==> src/rtl/sc_useq_pkg.sv <==
// Shared definitions for the micro-sequencer: next-field opcodes, FSM states,
// default field widths and bit offsets of the microword, and the NOP word.
package sc_useq_pkg;

  // Default field widths
  localparam int DEC_W     = 3;
  localparam int MUX_W     = 6;
  localparam int ALU_W     = 4;
  localparam int SHIFT_W   = 2;
  localparam int UPC_W     = 4;
  localparam int LOOPCNT_W = 5;
  localparam int NEXT_W    = 3;
  localparam int UWORD_W   = DEC_W + 2*MUX_W + ALU_W + 1 + SHIFT_W + NEXT_W + UPC_W;

  // Microword layout (LSB upward): target, next, shSel, shLoad_n, alu, muxB, muxA, dec
  localparam int OFF_TARGET = 0;
  localparam int OFF_NEXT   = OFF_TARGET + UPC_W;
  localparam int OFF_SHSEL  = OFF_NEXT + NEXT_W;
  localparam int OFF_SHLOAD = OFF_SHSEL + SHIFT_W;
  localparam int OFF_ALU    = OFF_SHLOAD + 1;
  localparam int OFF_MUXB   = OFF_ALU + ALU_W;
  localparam int OFF_MUXA   = OFF_MUXB + MUX_W;
  localparam int OFF_DEC    = OFF_MUXA + MUX_W;

  // Next-address opcodes; the spare code behaves as HALT
  typedef enum logic [2:0] {
    NX_SEQ  = 3'd0,
    NX_JMP  = 3'd1,
    NX_BRZ  = 3'd2,
    NX_BRN  = 3'd3,
    NX_BRC  = 3'd4,
    NX_LOOP = 3'd5,
    NX_HALT = 3'd6,
    NX_RSVD = 3'd7
  } nextOp_t;

  typedef enum logic [1:0] {
    ST_IDLE = 2'd0,
    ST_RUN  = 2'd1,
    ST_DONE = 2'd2
  } seqState_t;

  // NOP control word: nothing written, shifter load deasserted (active low)
  localparam logic NOP_SHLOAD_N = 1'b1;
  localparam logic [UWORD_W-1:0] NOP_WORD = UWORD_W'(1) << OFF_SHLOAD;

endpackage

==> src/rtl/sc_useq_store.sv <==
// Micro-program store: 2^ADDR_W words, synchronous write, combinational read,
// asynchronous clear of every word to zero (SEQ / all-zero fields).
module sc_useq_store #(
  parameter int ADDR_W = 4,
  parameter int DATA_W = 29
)(
  input  logic              clk,
  input  logic              rstN,
  input  logic              wrEn,
  input  logic [ADDR_W-1:0] wrAddr,
  input  logic [DATA_W-1:0] wrData,
  input  logic [ADDR_W-1:0] rdAddr,
  output logic [DATA_W-1:0] rdData
);

  localparam int DEPTH = 2**ADDR_W;

  logic [DEPTH-1:0][DATA_W-1:0] mem;

  genvar g;
  generate
    for (g = 0; g < DEPTH; g++) begin : gWord
      // One register per word, written only when addressed
      always_ff @(posedge clk or negedge rstN) begin
        if (!rstN)
          mem[g] <= '0;
        else if (wrEn && (wrAddr == ADDR_W'(g)))
          mem[g] <= wrData;
      end
    end
  endgenerate

  assign rdData = mem[rdAddr];

endmodule

==> src/rtl/sc_useq_controller.sv <==
// Microprogrammed sequencer driving the uDataPath control inputs.
// Optional build macro SC_USEQ_WATCHDOG_EN adds an 8-bit RUN-cycle watchdog
// that aborts a routine after 255 RUN cycles and flags SC_USEQ_Timeout_Out.
module sc_useq_controller
  import sc_useq_pkg::*;
#(
  parameter int DATAWIDTH_DECODER_SELECTION    = DEC_W,
  parameter int DATAWIDTH_MUX_SELECTION        = MUX_W,
  parameter int DATAWIDTH_ALU_SELECTION        = ALU_W,
  parameter int DATAWIDTH_REGSHIFTER_SELECTION = SHIFT_W,
  parameter int UPC_WIDTH                      = UPC_W,
  parameter int LOOPCNT_WIDTH                  = LOOPCNT_W,
  localparam int UWORD_WIDTH = DATAWIDTH_DECODER_SELECTION + 2*DATAWIDTH_MUX_SELECTION +
                               DATAWIDTH_ALU_SELECTION + 1 + DATAWIDTH_REGSHIFTER_SELECTION +
                               NEXT_W + UPC_WIDTH
)(
  input  logic                                      SC_USEQ_CLOCK_50,
  input  logic                                      SC_USEQ_Reset_InLow,
  input  logic                                      SC_USEQ_Start_In,
  input  logic [UPC_WIDTH-1:0]                      SC_USEQ_StartAddr_In,
  input  logic [LOOPCNT_WIDTH-1:0]                  SC_USEQ_LoopCount_In,
  input  logic                                      SC_USEQ_ProgWrite_In,
  input  logic [UPC_WIDTH-1:0]                      SC_USEQ_ProgAddr_In,
  input  logic [UWORD_WIDTH-1:0]                    SC_USEQ_ProgData_In,
  input  logic                                      SC_USEQ_Overflow_InLow,
  input  logic                                      SC_USEQ_Carry_InLow,
  input  logic                                      SC_USEQ_Negative_InLow,
  input  logic                                      SC_USEQ_Zero_InLow,
  output logic [DATAWIDTH_DECODER_SELECTION-1:0]    SC_USEQ_DecoderSelectionWrite_Out,
  output logic [DATAWIDTH_MUX_SELECTION-1:0]        SC_USEQ_MUXSelectionBUSA_Out,
  output logic [DATAWIDTH_MUX_SELECTION-1:0]        SC_USEQ_MUXSelectionBUSB_Out,
  output logic [DATAWIDTH_ALU_SELECTION-1:0]        SC_USEQ_ALUSelection_Out,
  output logic                                      SC_USEQ_RegSHIFTERLoad_OutLow,
  output logic [DATAWIDTH_REGSHIFTER_SELECTION-1:0] SC_USEQ_RegSHIFTERShiftSelection_OutLow,
`ifdef SC_USEQ_WATCHDOG_EN
  output logic                                      SC_USEQ_Timeout_Out,
`endif
  output logic                                      SC_USEQ_Busy_Out,
  output logic                                      SC_USEQ_Done_Out
);

  // Field offsets for the configured widths
  localparam int DEC   = DATAWIDTH_DECODER_SELECTION;
  localparam int MUX   = DATAWIDTH_MUX_SELECTION;
  localparam int ALU   = DATAWIDTH_ALU_SELECTION;
  localparam int SHIFT = DATAWIDTH_REGSHIFTER_SELECTION;

  localparam int TGT_LSB    = 0;
  localparam int NEXT_LSB   = TGT_LSB + UPC_WIDTH;
  localparam int SHSEL_LSB  = NEXT_LSB + NEXT_W;
  localparam int SHLOAD_BIT = SHSEL_LSB + SHIFT;
  localparam int ALU_LSB    = SHLOAD_BIT + 1;
  localparam int MUXB_LSB   = ALU_LSB + ALU;
  localparam int MUXA_LSB   = MUXB_LSB + MUX;
  localparam int DEC_LSB    = MUXA_LSB + MUX;

  seqState_t                  state;
  logic [UPC_WIDTH-1:0]       upc;
  logic [LOOPCNT_WIDTH-1:0]   cnt;
  logic [UWORD_WIDTH-1:0]     word;

  nextOp_t                    nxtOp;
  logic [UPC_WIDTH-1:0]       tgt;
  logic [UPC_WIDTH-1:0]       upcNext;
  logic [LOOPCNT_WIDTH-1:0]   cntNext;
  logic                       isHalt;
  logic                       storeWr;

  // No branch opcode tests overflow; the pin is kept for datapath compatibility
  logic unusedOverflow;
  assign unusedOverflow = SC_USEQ_Overflow_InLow;

  // Writes are only accepted outside RUN, so the fetched word never changes under us
  assign storeWr = SC_USEQ_ProgWrite_In && (state != ST_RUN);

  sc_useq_store #(
    .ADDR_W (UPC_WIDTH),
    .DATA_W (UWORD_WIDTH)
  ) uStore (
    .clk    (SC_USEQ_CLOCK_50),
    .rstN   (SC_USEQ_Reset_InLow),
    .wrEn   (storeWr),
    .wrAddr (SC_USEQ_ProgAddr_In),
    .wrData (SC_USEQ_ProgData_In),
    .rdAddr (upc),
    .rdData (word)
  );

`ifdef SC_USEQ_WATCHDOG_EN
  logic [7:0] wdCnt;
  logic       timeoutQ;
  assign SC_USEQ_Timeout_Out = timeoutQ;
`endif

  // Next micro-address and loop count from the current word; flags are live
  always_comb begin
    nxtOp   = nextOp_t'(word[NEXT_LSB +: NEXT_W]);
    tgt     = word[TGT_LSB +: UPC_WIDTH];
    upcNext = upc + UPC_WIDTH'(1);
    cntNext = cnt;
    isHalt  = 1'b0;
    case (nxtOp)
      NX_SEQ:  ;
      NX_JMP:  upcNext = tgt;
      NX_BRZ:  if (!SC_USEQ_Zero_InLow)     upcNext = tgt;
      NX_BRN:  if (!SC_USEQ_Negative_InLow) upcNext = tgt;
      NX_BRC:  if (!SC_USEQ_Carry_InLow)    upcNext = tgt;
      NX_LOOP: begin
        if (cnt != '0) begin
          cntNext = cnt - LOOPCNT_WIDTH'(1);
          upcNext = tgt;
        end
      end
      default: isHalt = 1'b1;
    endcase
  end

  // Sequencer FSM: IDLE -> RUN on start, RUN -> DONE on halt, DONE -> IDLE
  always_ff @(posedge SC_USEQ_CLOCK_50 or negedge SC_USEQ_Reset_InLow) begin
    if (!SC_USEQ_Reset_InLow) begin
      state <= ST_IDLE;
      upc   <= '0;
      cnt   <= '0;
`ifdef SC_USEQ_WATCHDOG_EN
      wdCnt    <= '0;
      timeoutQ <= 1'b0;
`endif
    end else begin
      case (state)
        ST_IDLE: begin
          if (SC_USEQ_Start_In) begin
            upc   <= SC_USEQ_StartAddr_In;
            cnt   <= SC_USEQ_LoopCount_In;
            state <= ST_RUN;
`ifdef SC_USEQ_WATCHDOG_EN
            wdCnt <= '0;
`endif
          end
        end
        ST_RUN: begin
`ifdef SC_USEQ_WATCHDOG_EN
          wdCnt <= wdCnt + 8'd1;
          // Counter is about to reach 255: abort regardless of the word
          if (wdCnt == 8'd254) begin
            state    <= ST_DONE;
            timeoutQ <= 1'b1;
          end else
`endif
          if (isHalt) begin
            state <= ST_DONE;
          end else begin
            upc <= upcNext;
            cnt <= cntNext;
          end
        end
        ST_DONE: begin
          state <= ST_IDLE;
`ifdef SC_USEQ_WATCHDOG_EN
          timeoutQ <= 1'b0;
`endif
        end
        default: state <= ST_IDLE;
      endcase
    end
  end

  // Control outputs follow the fetched word in RUN, NOP otherwise
  always_comb begin
    SC_USEQ_DecoderSelectionWrite_Out       = '0;
    SC_USEQ_MUXSelectionBUSA_Out            = '0;
    SC_USEQ_MUXSelectionBUSB_Out            = '0;
    SC_USEQ_ALUSelection_Out                = '0;
    SC_USEQ_RegSHIFTERLoad_OutLow           = NOP_SHLOAD_N;
    SC_USEQ_RegSHIFTERShiftSelection_OutLow = '0;
    if (state == ST_RUN) begin
      SC_USEQ_DecoderSelectionWrite_Out       = word[DEC_LSB +: DEC];
      SC_USEQ_MUXSelectionBUSA_Out            = word[MUXA_LSB +: MUX];
      SC_USEQ_MUXSelectionBUSB_Out            = word[MUXB_LSB +: MUX];
      SC_USEQ_ALUSelection_Out                = word[ALU_LSB +: ALU];
      SC_USEQ_RegSHIFTERLoad_OutLow           = word[SHLOAD_BIT];
      SC_USEQ_RegSHIFTERShiftSelection_OutLow = word[SHSEL_LSB +: SHIFT];
    end
  end

  assign SC_USEQ_Busy_Out = (state == ST_RUN);
  assign SC_USEQ_Done_Out = (state == ST_DONE);

endmodule

==> config.mk <==
export PLATFORM = sky130hd
export DESIGN_NAME = sc_useq_controller
export DESIGN_NICKNAME = d
export VERILOG_FILES = /design/src/rtl/sc_useq_pkg.sv /design/src/rtl/sc_useq_store.sv /design/src/rtl/sc_useq_controller.sv
export SDC_FILE = /design/constraint.sdc
export NUM_CORES = 1
export LEC_CHECK = 0
export ABC_CLOCK_PERIOD_IN_PS = 3350
export CAP_MARGIN = 20
export CORE_ASPECT_RATIO = 0.6
export CORE_MARGIN = 1
export CORE_UTILIZATION = 60
export DETAILED_ROUTE_END_ITERATION = 12
export PLACE_DENSITY = 0.78
export SYNTH_ARGS = -nofsm -noshare
export SYNTH_HDL_FRONTEND = slang
export SYNTH_SLANG_ARGS = --single-unit
==> constraint.sdc <==
create_clock -name SC_USEQ_CLOCK_50 -period 3.35 [get_ports SC_USEQ_CLOCK_50]
set_clock_uncertainty 0.1 [all_clocks]
set_input_delay 0.335 -clock SC_USEQ_CLOCK_50 [delete_from_list [all_inputs] [get_ports SC_USEQ_CLOCK_50]]
set_output_delay 0.335 -clock SC_USEQ_CLOCK_50 [all_outputs]
set_load 0.02 [all_outputs]
-- Word-level counts from Yosys, hierarchy flattened
Index checks and enable logic that the tools add are counted.
- $lt $le $gt $ge: 1
- reduce and logical (&&, ||, !) cells: 26
- add/sub/neg operators: 2
- muxes and demuxes: 24
- equality and inequality tests: 28
- operators by type and width (kind ; number):
    binary-select mux 29 bit (select 4 bit) ; 1
    == test 4 bit, second input constant ; 8
    two-way mux 29 bit ; 1
    two-way mux 4 bit ; 7
    two-way mux 5 bit ; 4
    case mux 4 bit (5 select lines) ; 1
    logical AND 1 bit ; 17
    == test 4 x 3 -> 1 bit, second input constant ; 4
    two-way mux 6 bit ; 2
    case mux 5 bit (2 select lines) ; 1
    == test 4 x 2 -> 1 bit, second input constant ; 2
    case mux 4 bit (2 select lines) ; 1
    == test 3 x 2 -> 1 bit, second input constant ; 2
    == test 3 bit, second input constant ; 2
    two-way mux 2 bit ; 3
    != test 2 x 1 -> 1 bit, second input constant ; 3
    != test 2 bit, second input constant ; 3
    OR reduction 6 bit ; 1
    < comparator 4 x 5 -> 1 bit, second input constant ; 1
    AND reduction 5 bit ; 1
    nonzero test 5 bit ; 1
    subtractor 5 x 1 -> 5 bit, second input constant ; 1
    adder 4 x 1 -> 4 bit, second input constant ; 1
    == test 4 x 1 -> 1 bit, second input constant ; 1
    12 further kinds ; 12
- word-level logic and storage cells: 100
- output and inout bits: 24
- register bits: 475
- input bits: 50

-- Depth between registers and ports, before layout
- word-level depth: 6
- depth in mapped cells: 10
- mapped depth without buffers: 7

-- Cells and area by module
From an unflattened synthesis, not the netlist that was laid out.
- cell total of the unflattened synthesis: 1416
- area, all modules: 21868.5 um2
- by module, submodules not included (module ; area each (um2) ; cells each ; seq. area each (um2) ; instances):
    sc_useq_store ; 20813.7 ; 1274 ; 11611.1 ; 1
    sc_useq_controller ; 1054.8 ; 142 ; 275.3 ; 1

-- Worst setup path after synthesis
No wires, ideal clock.
- path type: reg-to-output
- start point: register upc[1]
- end point: output SC_USEQ_DecoderSelectionWrite_Out[0]
- stages on the path, launching flop included: 9
- slack: 0.472 ns
- arrival: 2.443 ns
- buffers on the path: 5
- required time: 2.915 ns
- path through: dfrtp_1 buf_6 buf_4 clkbuf_1 buf_2 buf_2 mux4_2 mux4_2 and2_1
- word-level cells in the longest chain between the ends: 3
- ends and longest elaborated chain (what ; line ; RTL):
    start: declaration ; sc_useq_controller.sv:58 ; logic [UPC_WIDTH-1:0] upc;
    start signal: assignment ; sc_useq_controller.sv:132 ; upc <= SC_USEQ_StartAddr_In;
    start signal: assignment ; sc_useq_controller.sv:152 ; upc <= upcNext;
    binary-select mux 29 bit (select 4 bit) ; sc_useq_store.sv:33 ; assign rdData = mem[rdAddr];
    two-way mux 29 bit (implied by the code) ; sc_useq_store.sv:33 ;
    two-way mux 3 bit ; sc_useq_controller.sv:175 ; if (state == ST_RUN) begin
    end: declaration ; sc_useq_controller.sv:29 ; output logic [DATAWIDTH_DECODER_SELECTION-1:0] SC_USEQ_DecoderSelectionWrite_Out,
Every way passes these cells. The select of a mux whose other input is x is not followed.

-- Worst setup path in the final report
- start point: register upc[0]
- end point: output SC_USEQ_MUXSelectionBUSA_Out[5]
- word-level cells in the longest chain between the ends: 3
- ends and longest elaborated chain (what ; line ; RTL):
    binary-select mux 29 bit (select 4 bit) ; sc_useq_store.sv:33 ;
    two-way mux 29 bit (implied by the code) ; sc_useq_store.sv:33 ;
    two-way mux 6 bit ; sc_useq_controller.sv:175 ;
    end: declaration ; sc_useq_controller.sv:30 ; output logic [DATAWIDTH_MUX_SELECTION-1:0] SC_USEQ_MUXSelectionBUSA_Out,
Every way passes these cells. The select of a mux whose other input is x is not followed.

==> impl_metrics.ini <==
[pwr]
p_leak_nw = 11.7
peakVddDrop_mv = 0.584
power.density_mw_per_mm2 = 926
power_w = 0.0236

[detailed_routing]
drc = 0
met3_wirelength_mm = 2.99
wirelength_mm = 53.4
viasPerCell = 6.55
drtIter0Drc = 933
met2_length_mm = 25.0
first_pass_iters = 5
vias = 13200
ant_nets = 0
avgRoutedWirePerCell_um = 26.6
top_layer_used = met4
wl_met1_mm = 24.2

[clocking]
clkTransAtPathRegs_ns = 0.06
cts_buffer_depth = 3
clock-root-buffer = clkbuf_16
htreeDepth = 2
insertion_delay_ns = 0.57
clock-sinks = 475
cts_buffers = 44
cts_tree = yes

[setup_path]
cp_cell_sequence = buf_12 -> buf_8 -> buf_12 -> mux4_2 -> mux4_2 -> and2_1 -> buf_2
critPathRequiredTime_ns = 2.91
r2r_start = upc[1]
crit_type = reg -> out
cp-start-kind = flop
slowest_stage = mux4_2
reg2reg_to = upc[2]
cpPeakStageDelay_ns = 0.53
endpoint_kind = primary output
r2r_slack_ns = 0.10
rr_worst_depth = 9
arrival_ns = 2.91
crit_fanout = 8

[layout]
antenna_cells = 0
area_growth_pct = 15.2
drive_gt1_share_pct = 51.9
fin_area_mm2 = 0.0255
layout.nets = 1555
final_cell_mix = mux2_2 (471), dfrtp_1 (471), mux4_2 (129)

[timing]
max-slew-margin-rel_pct = 43.9
setup_viol = 0
slew_viol_final = 0
clock.fmax_mhz = 299
hold_viol = 0
fin_crit_ns = 3.34
fin_crit_sh_pct = 99.7
worst_pin_slew_ns = 0.841
rsz0062_at_grt = yes
worst_slack_ns = 0.00838

[yosys]
yosys-top-cells-area = dfrtp_1 (54%), mux2_2 (24%), mux4_2 (13%)
synth_warnings = 0
syn-cell-area_mm2 = 0.0221
synth_flop_cell = dfrtp_1
syn_nets = 1475
async_flop_share_pct = 100
yosysTopAreaCellShare_pct = 53.8
syn_inst = 1422
yosysSeqAreaShare_pct = 53.8
yosys.area.top_type = dfrtp_1
synth_area_per_cell_um2 = 15.5
synth_edf_count = 0
ys_types = 55
synth_seq_cells = 475

[place]
dpl_cell_area_mm2 = 0.0237
pre_cts_slack_ns = 0.165
port_buffers = 72
post-dp-hpwl_mm = 32.1
place_congestion = 0.891

[run]
maxCapViolations = 0

[die]
die_w_um = 250
initial_core_util_pct = 60.9
ioPinCount = 74
fp.dieH_um = 151
dieArea_mm2 = 0.0376
row_count = 54
coreArea_mm2 = 0.0363

[min_path]
min_path_type = in -> async

[global_route]
grt_pass1_wl_mm = 82.5
grt_max_degree = 102
grt_use_total_pct = 29.4
grt_pass1_vias = 13600
grt_overflow = 0
antenna_found_initial = 0

[outcome]
status = finished clean
stage by stage:
step	util (%)	hold WS, ns	TNS, ns	instances
final	70.2	0.349	0	2007
after detailed placement	65.4	0.358	0	1912
after CTS	70.0	0.357	-0.0632	2003
after global placement	65.4	0.344	0	1912
after floorplan	-	-0.0606	0	1422
after global routing	70.2	0.400	-0.0392	2007
final cells by class:
class	instances	area, µm²
inverters	7	26.3
clock buffers	61	1260
well taps	476	596
flip-flops and latches	475	11900
repair buffers	154	1670
multi-input cells	820	9800
fillers	2344	10800
clock inverters	14	225
flip-flops by register name (all words and copies together) (netlist names):
signal / count
uStore.mem: 464
upc: 4
cnt: 5
state: 2
per-layer routing:
layer	track usage (%)	vias up
met3	5.20	100
met1	43.5	7127
met4	7.96	0
li1	-	5500
met2	45.6	426
met5	0	-
cells in the mapped netlist (all sizes together), types with 2 or more instances:
cell type  instances
clkbuf            67
nand3              6
nor3               5
o22ai              3
nor4               3
nand2             22
a22oi              6
o221ai             2
mux2             473
mux2i             30
inv                5
nor2              24
ha                 3
dfrtp            475
and2              24
a31oi              5
a22o               2
o32ai              3
nand2b             9
a2111oi            3
o311ai             3
and3               5
mux4             130
nand4              6
a32oi              2
o21ai             16
a211oi             2
a21oi              9
o211ai             5
clkinv             2
a21boi             2
buf               53
nor2b              5
worst max-delay path: cells and delay by family (launching register included):
| kind | cells | cell delay [ns] |
|---|---|---|
| buffers and inverters | 4 | 0.64 |
| multiplexers | 2 | 1.02 |
| AND/OR/NAND/NOR | 1 | 0.20 |
| flip-flops | 1 | 0.48 |
repair_timing:
action	4_1_cts	5_1_grt
cloned	2	2
hold endpoints to repair	91	0
setup endpoints to repair	22	13
hold buffers	1	0
setup buffers	13	2
pin swaps	0	1
resized for setup	67	8
cell families (layout without fill, tap and decap cells):
family / Yosys count / in the layout / synth area share, %
mux: 633 / 633 / 38.7
flops: 475 / 475 / 53.8
buf+inv: 127 / 236 / 2.38
simple gates: 115 / 115 / 2.79
compound gates: 67 / 67 / 2.07
fa+ha+maj: 3 / 3 / 0.170
xor+xnor: 2 / 2 / 0.0792
worst max path at each step:
stage | from | endpoint | cells past startpoint
4_1_cts | upc[0] | SC_USEQ_RegSHIFTERLoad_OutLow | 6
2_1_floorplan | upc[1] | SC_USEQ_DecoderSelectionWrite_Out[0] | 8
3_5_place_dp | upc[1] | upc[2] | 7
6_report | upc[0] | SC_USEQ_MUXSelectionBUSA_Out[5] | 7
3_3_place_gp | upc[1] | upc[2] | 7
5_1_grt | upc[0] | SC_USEQ_MUXSelectionBUSA_Out[5] | 7
power by group:
part           total, W  switching [W]  internal [W]
logic           0.00920        0.00404       0.00516
clock network   0.00522        0.00219       0.00303
registers       0.00916        0.00124       0.00792
total            0.0236        0.00747        0.0161
(Power assumes the default switching activity.)
